### src/rtl/acq_scan_fsm.sv
// Acquisition scan FSM: walks the pixel array (row inner, column outer), settles,
// converts one ADC sample per pixel and writes it raw into frame RAM.
module acq_scan_fsm #(
    parameter int PIXEL_N_COLS   = 24,
    parameter int PIXEL_N_ROWS   = 24,
    parameter int NB_ADC         = 12,
    parameter int NB_ADDR        = 10,
    parameter int SETTLE_CYCLES  = 4,
    parameter int TIMEOUT_CYCLES = 64
) (
    input  logic               clk,
    input  logic               rst,
    input  logic               i_start,
    output logic               o_busy,
    output logic               o_rdy,
    output logic               o_err,
    output logic [4:0]         o_row_sel,
    output logic [4:0]         o_col_sel,
    output logic               o_adc_start,
    input  logic               i_adc_valid,
    input  logic [NB_ADC-1:0]  i_adc_data,
    output logic               o_ram_write,
    output logic [NB_ADDR-1:0] o_ram_addr,
    output logic [NB_ADC-1:0]  o_ram_value
);

    typedef enum logic [3:0] {
        IDLE, SELECT, SETTLE, CONVERT, WAIT_ADC, WRITE, NEXT, DONE, ERROR
    } state_t;

    localparam logic [4:0]         LAST_ROW    = 5'(PIXEL_N_ROWS - 1);
    localparam logic [4:0]         LAST_COL    = 5'(PIXEL_N_COLS - 1);
    localparam logic [7:0]         SETTLE_LAST = 8'(SETTLE_CYCLES - 1);
    localparam logic [9:0]         TMO_LIMIT   = 10'(TIMEOUT_CYCLES);
    localparam logic [NB_ADDR-1:0] COLS_A      = NB_ADDR'(PIXEL_N_COLS);

    state_t              state_q, state_d;
    logic [4:0]          row_q, row_d;
    logic [4:0]          col_q, col_d;
    logic [7:0]          settle_q, settle_d;
    logic [9:0]          tmo_q, tmo_d;
    logic [NB_ADC-1:0]   cap_q, cap_d;
    logic                err_d;
    logic [NB_ADDR-1:0]  pix_addr;

    assign pix_addr = NB_ADDR'(row_q) * COLS_A + NB_ADDR'(col_q);

    always_comb begin
        state_d  = state_q;
        row_d    = row_q;
        col_d    = col_q;
        settle_d = settle_q;
        tmo_d    = tmo_q;
        cap_d    = cap_q;
        err_d    = o_err;
        case (state_q)
            IDLE: begin
                if (i_start) begin
                    err_d   = 1'b0;
                    state_d = SELECT;
                end
            end
            SELECT: begin
                settle_d = 8'd0;
                state_d  = SETTLE;
            end
            SETTLE: begin
                settle_d = settle_q + 8'd1;
                if (settle_q == SETTLE_LAST) state_d = CONVERT;
            end
            CONVERT: begin
                tmo_d   = 10'd0;
                state_d = WAIT_ADC;
            end
            WAIT_ADC: begin
                // A valid result beats a timeout landing on the same cycle.
                if (i_adc_valid) begin
                    cap_d   = i_adc_data;
                    state_d = WRITE;
                end else begin
                    tmo_d = tmo_q + 10'd1;
                    if (tmo_q + 10'd1 == TMO_LIMIT) begin
                        err_d   = 1'b1;
                        state_d = ERROR;
                    end
                end
            end
            WRITE: state_d = NEXT;
            NEXT: begin
                if (row_q < LAST_ROW) begin
                    row_d   = row_q + 5'd1;
                    state_d = SELECT;
                end else begin
                    row_d = 5'd0;
                    if (col_q < LAST_COL) begin
                        col_d   = col_q + 5'd1;
                        state_d = SELECT;
                    end else begin
                        state_d = DONE;
                    end
                end
            end
            DONE: begin
                row_d   = 5'd0;
                col_d   = 5'd0;
                state_d = IDLE;
            end
            ERROR: begin
                // Row/column stay frozen here so the failing pixel can be inspected.
                if (i_start) begin
                    err_d   = 1'b0;
                    row_d   = 5'd0;
                    col_d   = 5'd0;
                    state_d = SELECT;
                end
            end
            default: state_d = IDLE;
        endcase
    end

    // Outputs are decoded from the next state so they are valid during that state.
    always_ff @(posedge clk) begin
        if (rst) begin
            state_q     <= IDLE;
            row_q       <= 5'd0;
            col_q       <= 5'd0;
            settle_q    <= 8'd0;
            tmo_q       <= 10'd0;
            cap_q       <= '0;
            o_err       <= 1'b0;
            o_busy      <= 1'b0;
            o_rdy       <= 1'b0;
            o_adc_start <= 1'b0;
            o_ram_write <= 1'b0;
            o_ram_addr  <= '0;
            o_ram_value <= '0;
            o_row_sel   <= 5'd0;
            o_col_sel   <= 5'd0;
        end else begin
            state_q     <= state_d;
            row_q       <= row_d;
            col_q       <= col_d;
            settle_q    <= settle_d;
            tmo_q       <= tmo_d;
            cap_q       <= cap_d;
            o_err       <= err_d;
            o_busy      <= !(state_d inside {IDLE, DONE, ERROR});
            o_rdy       <= (state_d == DONE);
            o_adc_start <= (state_d == CONVERT);
            o_ram_write <= (state_d == WRITE);
            o_ram_addr  <= (state_d == WRITE) ? pix_addr : '0;
            o_ram_value <= (state_d == WRITE) ? cap_d : '0;
            if (state_d == SELECT) begin
                o_row_sel <= row_d;
                o_col_sel <= col_d;
            end
        end
    end

endmodule

### config.mk
export PLATFORM = sky130hd
export DESIGN_NAME = acq_scan_fsm
export DESIGN_NICKNAME = d
export VERILOG_FILES = /design/src/rtl/acq_scan_fsm.sv
export SDC_FILE = /design/constraint.sdc
export NUM_CORES = 1
export LEC_CHECK = 0
export CAP_MARGIN = 20
export CORE_MARGIN = 8
export CORE_UTILIZATION = 54
export DETAILED_ROUTE_END_ITERATION = 8
export GPL_TIMING_DRIVEN = 1
export PLACE_DENSITY = 0.85
export SKIP_LAST_GASP = 1
export SLEW_MARGIN = 25
export SYNTH_ARGS = -nofsm -noshare
export SYNTH_HDL_FRONTEND = slang
export SYNTH_SLANG_ARGS = --single-unit
### constraint.sdc
create_clock -name clk -period 3.1 [get_ports clk]
set_input_delay 0.62 -clock clk [delete_from_list [all_inputs] [get_ports clk]]
set_output_delay 0.62 -clock clk [all_outputs]
set_load 0.05 [all_outputs]
Yosys cells after proc, flatten, opt, wreduce, memory -nomap -nowiden
Cells that the tools add are included.
{"block": "word_totals", "reg_bits": 81, "input_bits": 16, "output_inout_bits": 37, "elab_cells": 76}
{"block": "classes", "add_sub_neg": 5, "mul": 1, "magnitude_cmp": 2, "eq_ne": 18, "n_mux": 23, "bitwise": 1, "reduce_logical": 11}
{"op": "$pmux W5 S3", "count": 2}
{"op": "$pmux W4 S7", "count": 1}
{"op": "$mux W5", "count": 5}
{"op": "$eq A4 B3 Y1 const B", "count": 6}
{"op": "$mux W12", "count": 2}
{"op": "$pmux W10 S2", "count": 1}
{"op": "$mux W4", "count": 4}
{"op": "$pmux W8 S2", "count": 1}
{"op": "$eq A4 B2 Y1 const B", "count": 3}
{"op": "$add A10 B1 Y10 const B", "count": 1}
{"op": "$add A10 B5 Y10", "count": 1}
{"op": "$add A5 B1 Y5 const B", "count": 2}
{"op": "$eq A10 B7 Y1 const B", "count": 1}
{"op": "$lt A5 B5 Y1 const B", "count": 2}
{"op": "$mux W10", "count": 1}
{"op": "$add A8 B1 Y8 const B", "count": 1}
{"op": "$eq A4 B1 Y1 const B", "count": 2}
{"op": "$eq A4 B4 Y1 const B", "count": 2}
{"op": "$eq A8 B2 Y1 const B", "count": 1}
{"op": "$logic_not A4 Y1", "count": 2}
{"op": "$mul A5 B2 Y7 const B", "count": 1}
{"op": "$mux W3", "count": 2}
{"op": "$reduce_bool A2 Y1", "count": 3}
{"op": "$ne A2 B2 Y1 const B", "count": 2}
{"op": "9 further kinds", "count": 12}

Logic depth before layout (Yosys ltp)
{"block": "logic_depth", "ltp_word": 8, "ltp_mapped": 8, "ltp_nobuf": 7}

Worst setup path after synthesis
Ideal clock, no wire load.
{"block": "synth_path", "path_type": "flip-flop to flip-flop", "from": "reg row_q[0]", "to": "reg o_ram_addr[8]", "setup_time_ns": 0.066, "arrival_time_ns": 2.337, "required_time_ns": 3.034, "slack_ns": 0.697, "path_stages_with_launch": 8, "path_buffers": 0, "synth_period_minus_slack_ns": 2.403, "cell_sequence": "dfxtp_1 > ha_1 > fa_1 > and3b_1 > or4_4 > and2_4 > or3_4 > a21oi_2"}
{"block": "synth_between", "elab_chain_len": 6, "elab_cells_between_ends": 8, "classes_between": "add/sub: 1; mul: 1; order compare: 1; eq/ne: 1; mux: 2; bitwise: 1; reduce/logical: 1"}
{"element": "from (decl)", "line": "38", "source": "logic [4:0] row_q, row_d;"}
{"element": "from (signal assigned)", "line": "141", "source": "row_q <= row_d;"}
{"element": "branches (longest 6 deep; another with $add A10 B5 Y10)"}
{"element": "to (signal assigned)", "line": "151", "source": "o_ram_addr <= (state_d == WRITE) ? pix_addr : '0;"}
{"element": "to (decl)", "line": "23", "source": "output logic [NB_ADDR-1:0] o_ram_addr,"}
Several ways; the timed one is not identified.
A chain may end at the register's enable or synchronous reset.

Final worst setup path
{"block": "layout_path", "from": "reg row_q[0]", "to": "reg o_ram_addr[9]"}
Same word-level chain as after synthesis.

==> flow_metrics.tcl <==
set metrics [dict create \
    outcome "finished clean" \
    vias 3233 \
    irDropWorstVdd_mv 0.3800 \
    period_share 0.8282 \
    timing.fmax_ghz 0.3895 \
    critical_path_required_ps 3380 \
    yosys_warnings 0 \
    maxCapViolCount 0 \
    synth_compound_area_frac 0.1817 \
    crit_fanout 8 \
    n_antenna_cell 0 \
    synthCells 426 \
    reg2reg_to "o_ram_addr[9]" \
    syn_avg_cell_area_um2 8.905 \
    initial_core_util 0.5584 \
    root_buffer "clkbuf_8" \
    die_width_um 99.82 \
    synth_xor_area_frac 0.01154 \
    synth_top_area_cell "dfxtp_1" \
    r2r_cells 7 \
    rsz0062_at_grt "no" \
    yosys.area_share.simple 0.2464 \
    holdPathEnd "o_err" \
    grt_overflow 0 \
    nNetsFinal 503 \
    drive_above_1_share 0.09395 \
    dr.pass1.iters 4 \
    synth-seq-area-share 0.4274 \
    antenna_found_initial 0 \
    clk_pin_slew_ps 90 \
    coreArea_um2 6794 \
    layout_commonest_cell "dfxtp_1" \
    synthAdderAreaFrac 0.04683 \
    stdcell_count 575 \
    ys_top_cells_by_area "dfxtp_1 43%, nor2_1 7.0%, a21oi_1 3.8%, ha_1 3.6%, mux2i_1 3.2%" \
    skew_ps 10.26 \
    powerDensity_nw_per_um2 472.0 \
    route.detailed.drc 0 \
    synth_top_family_by_area "simple AND/OR/NAND/NOR gates" \
    ys_seq_elements 81 \
    die-area_um2 9963 \
    critPathArrivalTime_ps 2850 \
    ys.flop_type "dfxtp_1" \
    leakage_nw 1.745 \
    synth_top_area_frac 0.4274 \
    worstSetupPathType "reg -> reg" \
    hp-start "o_err" \
    htree_num_levels 3 \
    gp_congestion 0.8188 \
    syn_nets 455 \
    die_h_um 99.82 \
    cts_tree "built" \
    hold_buffers 0 \
    io_buffer_count 52 \
    rows 30 \
    ant_nets 0 \
    postCtsSetupRepairBufs 0 \
    setup_viol 0 \
    relSlewSlack 0.4871 \
    final_cell_mix "81 x dfxtp_1, 71 x nor2_1, 51 x clkdlybuf4s50_1, 29 x a21oi_1, 24 x nand2_1" \
    synth-async-reset-ratio 0 \
    rr_startpoint "row_q[0]" \
    cts.sinks 81 \
    min_path_type "reg -> reg" \
    clockBufferDepth 2 \
    synthMuxAreaShare 0.05244 \
    setup_tns_ps 0 \
    avgRoutedWirePerCell_um 14.95 \
    r2r_slack_ps 530 \
    cts_buffers 9 \
    synth-edff-count 0 \
    cts_repair_resize_count 0 \
    syn-cell-area_um2 3794 \
    avgViaCountPerCell 5.623 \
    drt_iter0_drc 136 \
    ios 53 \
    insertion_delay_ps 350 \
    period_needed_ps 2568 \
    final_max_slew_viol_count 0 \
    ys_types 67 \
    grtUsageTotal 0.1751 \
    routed_wl_um 8599 \
    place_inst 559 \
    grt_pass1_wl_um 14300 \
    hold_viol_final 0 \
    dpl.hpwl_um 5926 \
    start_kind "flip-flop" \
    end_kind "flip-flop" \
    grt_pass1_vias 3076 \
    worst_slew_pin_slew_ps 767.5 \
    min_delay_path_depth 2 \
    grt_max_degree 54 \
    synthToLayoutAreaGrowth_pct 21.14 \
]
power breakdown:
| group | leakage [nW] | total [mW] | internal [mW] | switching [mW] |
|---|---|---|---|---|
| sequential | 0.653 | 1.08 | 1.05 | 0.0218 |
| clock | 0.117 | 0.885 | 0.469 | 0.415 |
| combinational | 0.975 | 0.208 | 0.0838 | 0.124 |
area by class of cell:
| cell class | instances | area [um2] |
|---|---|---|
| fillers | 567 | 2198 |
| multi-input cells | 315 | 2044 |
| flip-flops and latches | 81 | 1622 |
| repair buffers | 54 | 530.5 |
| clock buffers | 9 | 123.9 |
| well taps | 96 | 120.1 |
| clock inverters | 7 | 106.4 |
| inverters | 13 | 48.80 |
worst max path at each step:
stage          slack, ps        start  depth (start not counted)            end
6_report             530     row_q[0]                          7  o_ram_addr[9]
5_1_grt              390     row_q[0]                          7  o_ram_addr[9]
4_1_cts              560     row_q[0]                          7  o_ram_addr[9]
3_5_place_dp         560  i_adc_valid                          6   o_row_sel[3]
3_3_place_gp         600  i_adc_valid                          6   o_row_sel[2]
2_1_floorplan        700     row_q[0]                          7  o_ram_addr[8]
registers in the layout, indices dropped and copies added (netlist names):
name	cells
cap_q	12
col_q	5
o_adc_start	1
o_busy	1
o_col_sel	5
o_err	1
o_ram_addr	10
o_ram_value	12
o_ram_write	1
o_rdy	1
o_row_sel	5
row_q	5
settle_q	8
state_q	4
tmo_q	10
cell families (layout without fill, tap and decap cells):
family | after synthesis | after routing
compound gates | 101 | 101
xor+xnor | 5 | 5
fa+ha+maj | 13 | 13
buf+inv | 30 | 83
flops | 81 | 81
mux | 19 | 19
simple gates | 177 | 177
through the flow:
stage / area, um2 / hold WS, ps / worst slack (ps) / total power, mW / utilization
floorplan: 3794 / 459.6 / 696.6 / 1.246 / -
global placement: 4365 / 439.0 / 601.9 / 1.300 / 0.6425
detailed placement: 4365 / 444.3 / 555.2 / 1.308 / 0.6425
CTS: 4596 / 456.6 / 560.8 / 2.187 / 0.6764
global route: 4596 / 474.4 / 389.9 / 2.253 / 0.6764
finish: 4596 / 450.7 / 532.5 / 2.169 / 0.6764
per-layer routing:
metal / vias to the layer above / GRT usage / part of all wire
li1: 1638 / - / -
met4: 0 / 0.07683 / 0.024
met5: - / 0 / 0
met1: 1492 / 0.2117 / 0.45
met2: 84 / 0.2878 / 0.47
met3: 19 / 0.04291 / 0.055
cells in the mapped netlist, types with 2 or more instances:
cell and n:
a21oi_1 29, buf_4 2, a31o_2 3, o31ai_1 3
nand4b_1 3, fa_1 2, a211oi_1 3, or3_1 3
clkbuf_1 8, o21a_1 2, xnor2_1 3, dfxtp_1 81
a22oi_1 5, and4_1 3, o21ai_0 18, nor2b_1 11
and3_1 5, nand3b_1 3, nand2_1 24, nor2_1 71
nand3_1 10, a311o_1 2, or4_1 3, a311oi_1 6
nand2b_1 4, mux2_2 7, a21o_1 7, and2_1 4
a31oi_1 6, mux2i_1 12, xor2_1 2, nand4_1 5
a21oi_2 2, inv_1 13, or2_2 2, ha_1 11
nor3_1 9, nor3b_1 3, buf_2 6, nor4_1 3
critical path, stage by stage, from the launching register on:
cell,delay [ps]
dfxtp_1,390
ha_1,310
fa_1,410
and3b_1,190
o31ai_1,450
nand3_1,180
or4_1,420
a31oi_1,160
Note: power is estimated with default switching activity, not from simulation.
